$ cat src/rtl/bus_responder_pkg.sv
// bus_responder_pkg: beat-type codes shared by initiator and responder, plus the responder state encoding
package bus_responder_pkg;
  localparam logic [1:0] CTRL_ADDR0 = 2'd0;
  localparam logic [1:0] CTRL_ADDR1 = 2'd1;
  localparam logic [1:0] CTRL_ADDR2 = 2'd2;
  localparam logic [1:0] CTRL_DATA  = 2'd3;
  typedef enum logic [1:0] {IDLE, MEM_WAIT, ACK_HOLD} state_t;
endpackage

$ cat src/rtl/bus_responder_sync_edge.sv
// sync_edge: two-flop synchronizer with rise/fall detect (clk, reset, d in; rise, fall out)
module sync_edge (
  input  logic clk,
  input  logic reset,
  input  logic d,
  output logic rise,
  output logic fall
);
  logic s1, s2;
  always_ff @(posedge clk)
    if (reset) {s1, s2} <= 2'b00;
    else {s1, s2} <= {d, s1};
  assign rise = s1 & ~s2;
  assign fall = ~s1 & s2;
endmodule

$ cat src/rtl/bus_responder.sv
// bus_responder: rdy/ack beat responder assembling a 16-bit address and bridging DATA beats to a backing store (clk, reset, rdy, bus_ctrl, bus_wr, bus_data_in -> bus_data_out, ack; mem_addr, mem_wdata, mem_we, mem_re <-> mem_rdata, mem_valid); BUS_RESP_AUTOINC_EN adds post-DATA address increment
module bus_responder
  import bus_responder_pkg::*;
(
  input  logic        clk,
  input  logic        reset,
  input  logic        rdy,
  input  logic [1:0]  bus_ctrl,
  input  logic        bus_wr,
  input  logic [7:0]  bus_data_in,
  output logic [7:0]  bus_data_out,
  output logic        ack,
  output logic [15:0] mem_addr,
  output logic [7:0]  mem_wdata,
  output logic        mem_we,
  output logic        mem_re,
  input  logic [7:0]  mem_rdata,
  input  logic        mem_valid
);
  state_t state;
  logic rdy_rise, rdy_fall;
  sync_edge u_rdy (.clk(clk), .reset(reset), .d(rdy), .rise(rdy_rise), .fall(rdy_fall));
  always_ff @(posedge clk)
    if (reset) begin
      state        <= IDLE;
      ack          <= 1'b0;
      mem_we       <= 1'b0;
      mem_re       <= 1'b0;
      mem_addr     <= 16'h0000;
      mem_wdata    <= 8'h00;
      bus_data_out <= 8'h00;
    end else
      case (state)
        IDLE:
          if (rdy_rise) begin
            ack   <= bus_ctrl != CTRL_DATA;
            state <= bus_ctrl == CTRL_DATA ? MEM_WAIT : ACK_HOLD;
            if (bus_ctrl == CTRL_ADDR0) mem_addr[7:0] <= bus_data_in;
            if (bus_ctrl == CTRL_ADDR1) mem_addr[15:8] <= bus_data_in;
            if (bus_ctrl == CTRL_DATA) begin
              mem_we <= bus_wr;
              mem_re <= ~bus_wr;
              if (bus_wr) mem_wdata <= bus_data_in;
            end
          end
        MEM_WAIT:
          if (mem_valid) begin
            mem_we <= 1'b0;
            mem_re <= 1'b0;
            if (mem_re) bus_data_out <= mem_rdata;
            ack   <= 1'b1;
            state <= ACK_HOLD;
`ifdef BUS_RESP_AUTOINC_EN
            mem_addr <= mem_addr + 16'd1;
`endif
          end
        ACK_HOLD:
          if (rdy_fall) begin
            ack   <= 1'b0;
            state <= IDLE;
          end
        default: state <= IDLE;
      endcase
endmodule

$ cat config.mk
export PLATFORM = sky130hd
export DESIGN_NAME = bus_responder
export DESIGN_NICKNAME = d
export VERILOG_FILES = /design/src/rtl/bus_responder_pkg.sv /design/src/rtl/bus_responder_sync_edge.sv /design/src/rtl/bus_responder.sv
export SDC_FILE = /design/constraint.sdc
export NUM_CORES = 1
export LEC_CHECK = 0
export ABC_CLOCK_PERIOD_IN_PS = 1930
export CAP_MARGIN = 10
export CORE_AREA = 2 2 67 69
export CTS_CLUSTER_DIAMETER = 80
export DETAILED_ROUTE_END_ITERATION = 10
export DIE_AREA = 0 0 69 71
export GPL_ROUTABILITY_DRIVEN = 0
export PLACE_DENSITY = 0.73
export SKIP_CTS_REPAIR_TIMING = 1
export SLEW_MARGIN = 40
export SYNTH_ARGS = -nofsm -noshare
export SYNTH_HDL_FRONTEND = slang
export SYNTH_SLANG_ARGS = --single-unit
$ cat constraint.sdc
create_clock -name clk -period 1.93 [get_ports clk]
set_clock_uncertainty 0.15 [all_clocks]
set_input_delay 0.4825 -clock clk [delete_from_list [all_inputs] [get_ports clk]]
set_output_delay 0.4825 -clock clk [all_outputs]
set_load 0.02 [all_outputs]
==> metrics.md <==
| Metric | Value |
|---|---|
| Status | complete, but fails checks |
| Violated checks | setup timing |
| Dpl hpwl | 2600 um |
| Share of the synthesized area in the top cell type | roughly half |
| Share of layout cells above drive strength 1 | 17.4% |
| Worst setup SP type | flop |
| Area leader, netlist | dfxtp_1 |
| Final setup viols | 1 |
| Worst-path fanout max | 5 |
| Reg2reg start | state[1] |
| Nets | between 200 and 300 |
| Drt drc | 0 |
| Top-count cell post-synth | dfxtp_1 |
| Final slew viol count | 0 |
| Clk Tree Root Cell | clkbuf_8 |
| Area growth, synth to finish | 57.8% |
| Vias in the first global route | roughly 1.3k |
| Wire per inst | 12.8 um |
| Hold EP | mem_addr[6] |
| Metal3 WL | 236 um |
| Area contributors post-synth | dfxtp_1 (49%), mux2i_1 (22%), nor2_1 (9.0%) |
| Synthesized area per cell | 10.3 um2 |
| Rows | 24 |
| Antenna cells | 0 |
| IO Count | 58 |
| CTS Buf Count | 5 |
| Tcrit/Tclk final | 101% |
| Highest-delay cell along the critical path | or4b_4 |
| Total gr overflow | 0 |
| FF-to-FF setup slack | -0.02 ns |
| Tot Pwr | 1.98 mW |
| Initial core utilization | 37.6% |
| Worst vdd ir | between 0.6 and 0.7 mV |
| DR vias | 1292 |
| Largest family of logic cells by synthesized area | multiplexers |
| Final Util | 59.3% |
| Total track usage | between 10% and 20% |
| R2R cell count | 6 |
| Die ar. | 0.00490 mm2 |
| Max Clock Freq | 513 MHz |
| TritonRoute pass-1 iters | 4 |
| CTS tree | yes |
| Mux share of post-synthesis cell area | 22.2% |
| Netlist cell types | 23 |
| Slew headroom | 83.5% |
| R2R Path End | ack |
| Die W | 69 um |
| Worst EP arrival | 1.99 ns |
| Adder-cell share of the synthesized area | 4.75% |
| # H-tree levels | 2 |
| Top Metal Used | met4 |
| Maxcap violations | 0 |
| Hold path depth | 2 |
| Worst setup margin | -0.0199 ns |
| Prevailing post-synth register cell | dfxtp_1 |
| Slew @ Worst Pin | between 0.2 and 0.25 ns |
| Worst Setup End Kind | flop |
| Synth Register Bits | 39 |
| Height of the chip | a little over 70 um |
| Commonest cells in the netlist | dfxtp_1 (39), nor2_1 (38), mux2i_1 (34) |
| Slowest stage delay, CP | 0.55 ns |
| RSZ-0062 raised after global routing | true |
| Initial antenna violation count | 0 |
| Clock Latency Late Sink | 0.29 ns |
| Final hold vios | 0 |
| Via-per-instance ratio | around 4.6 |
| Post-DRT Antenna Nets | 0 |
| Detailed Route Iter0 Violations | 53 |
| Critical-path cell list | inv_2, ha_4, nor2b_4, or4b_4, a21oi_2, mux2_4 |
| P_leak | roughly 1.1 nW |
| Simple-gate area share of the yosys netlist | 17.1% |
| Post-Syn Instances | 153 |
| WP data required | 1.97 ns |
| XOR/XNOR Fraction of Synth Area | 0% |
| Mapped Nets | 182 |
| First-pass GRT wire length | 5750 um |
| CORE AREA | 0.00420 mm2 |
| Critical path class | flop to flop |
| Register area share after synthesis | between 40% and 50% |
| Pre-CTS setup slack | -0.382 ns |
| Hold Path Class | flop to flop |
| Metal-1 WL | 1570 um |
| Fin crit period | 1.95 ns |
| Netlist Area Pre-Place | approximately 0.0016 mm2 |
| Ys async rst share | 0% |
| Clock sinks | 39 |
| Worst-path clk slew | 0.08 ns |
| Longest Clk Path Bufs | 2 |
| Synth Area in Compound Gates | 4.51% |
| Final WL | 3600 um |
| Ys Warns | 0 |
| PD cells | 792 mW/mm2 |
| HP Start | mem_addr[6] |
| EDFF count, synth | 0 |
| DR WL met2 | between 1500 and 2000 um |
| Port bufs | 57 |
| Largest net degree at the start of global routing | 21 |
## worst max-delay path, delay by kind of cell (launching register included)
| family | cells | cell delay [ns] |
|---|---|---|
| mux | 1 | 0.30 |
| simple gates | 2 | 0.67 |
| fa+ha+maj | 1 | 0.16 |
| compound gates | 1 | 0.17 |
| flops | 1 | 0.34 |
| buf+inv | 1 | 0.05 |
## cells in the final DEF (no fill, tap or decap), drive strengths merged
cell and n:
mux2 1, dfxtp 39, dlymetal6s2s 6, inv 4
a221oi 1, and4bb 1, clkdlybuf4s50 51, a21oi 5
buf 17, nor2b 5, a211o 3, nor3 1
clkinvlp 2, clkbuf 5, nand2 3, ha 6
nor2 38, nand2b 2, or4b 1, mux2i 34
nand3 4, o31ai 1
## state kept, by name, summed over array words and instances, names as in the netlist
register	flops
bus_data_out	8
ack	1
state	2
mem_addr	16
mem_we	1
mem_wdata	8
u_rdy.s2	1
mem_re	1
u_rdy.s1	1
## power by group
part	switching [mW]	internal (mW)
sequential	0.0253	0.848
clock	0.300	0.258
combinational	0.252	0.292
total	0.577	1.40
## kinds of logic (layout without fill, tap and decap cells)
| group | Yosys count | after routing |
|---|---|---|
| AO/OA/AOI/OAI | 10 | 10 |
| adder cells (fa/ha/maj) | 6 | 6 |
| buffers and inverters | 8 | 85 |
| flip-flops | 39 | 39 |
| multiplexers | 35 | 35 |
| AND/OR/NAND/NOR | 55 | 55 |
## area by class of cell
cell class | instances | area (um2)
multi-input combinational | 106 | 800
timing repair buffer | 74 | 742
fill | 405 | 1710
inverter | 3 | 11.3
tap | 52 | 65.1
sequential | 39 | 783
clock buffer | 5 | 68.8
clock inverter | 3 | 23.8
## worst max-delay path by stage
stage                     slack (ns)      start   to
final                          -0.02   state[1]  ack
after floorplan                0.006   state[1]  ack
after detailed placement       -0.38  mem_valid  ack
after global routing           -0.06   state[1]  ack
after global placement         -0.37  mem_valid  ack
after CTS                      -0.06  mem_valid  ack
## through the flow
stage	TNS (ns)	std cells	hold slack (ns)	area, um2
6_report	-0.0199	282	0.349	2490
5_1_grt	-0.0614	282	0.391	2490
4_1_cts	-0.0617	282	0.354	2450
3_5_place_dp	-4.88	274	0.332	2360
3_3_place_gp	-5.07	274	0.321	2360
2_1_floorplan	0	153	0.320	1590
## metal layers
metal | vias up | track usage (%)
met5 | - | 0
met4 | 0 | 5.45
met3 | 5 | 6.27
met2 | 32 | 24.3
met1 | 591 | 17.4
li1 | 664 | -
Power figures use the tool's default switching activity.
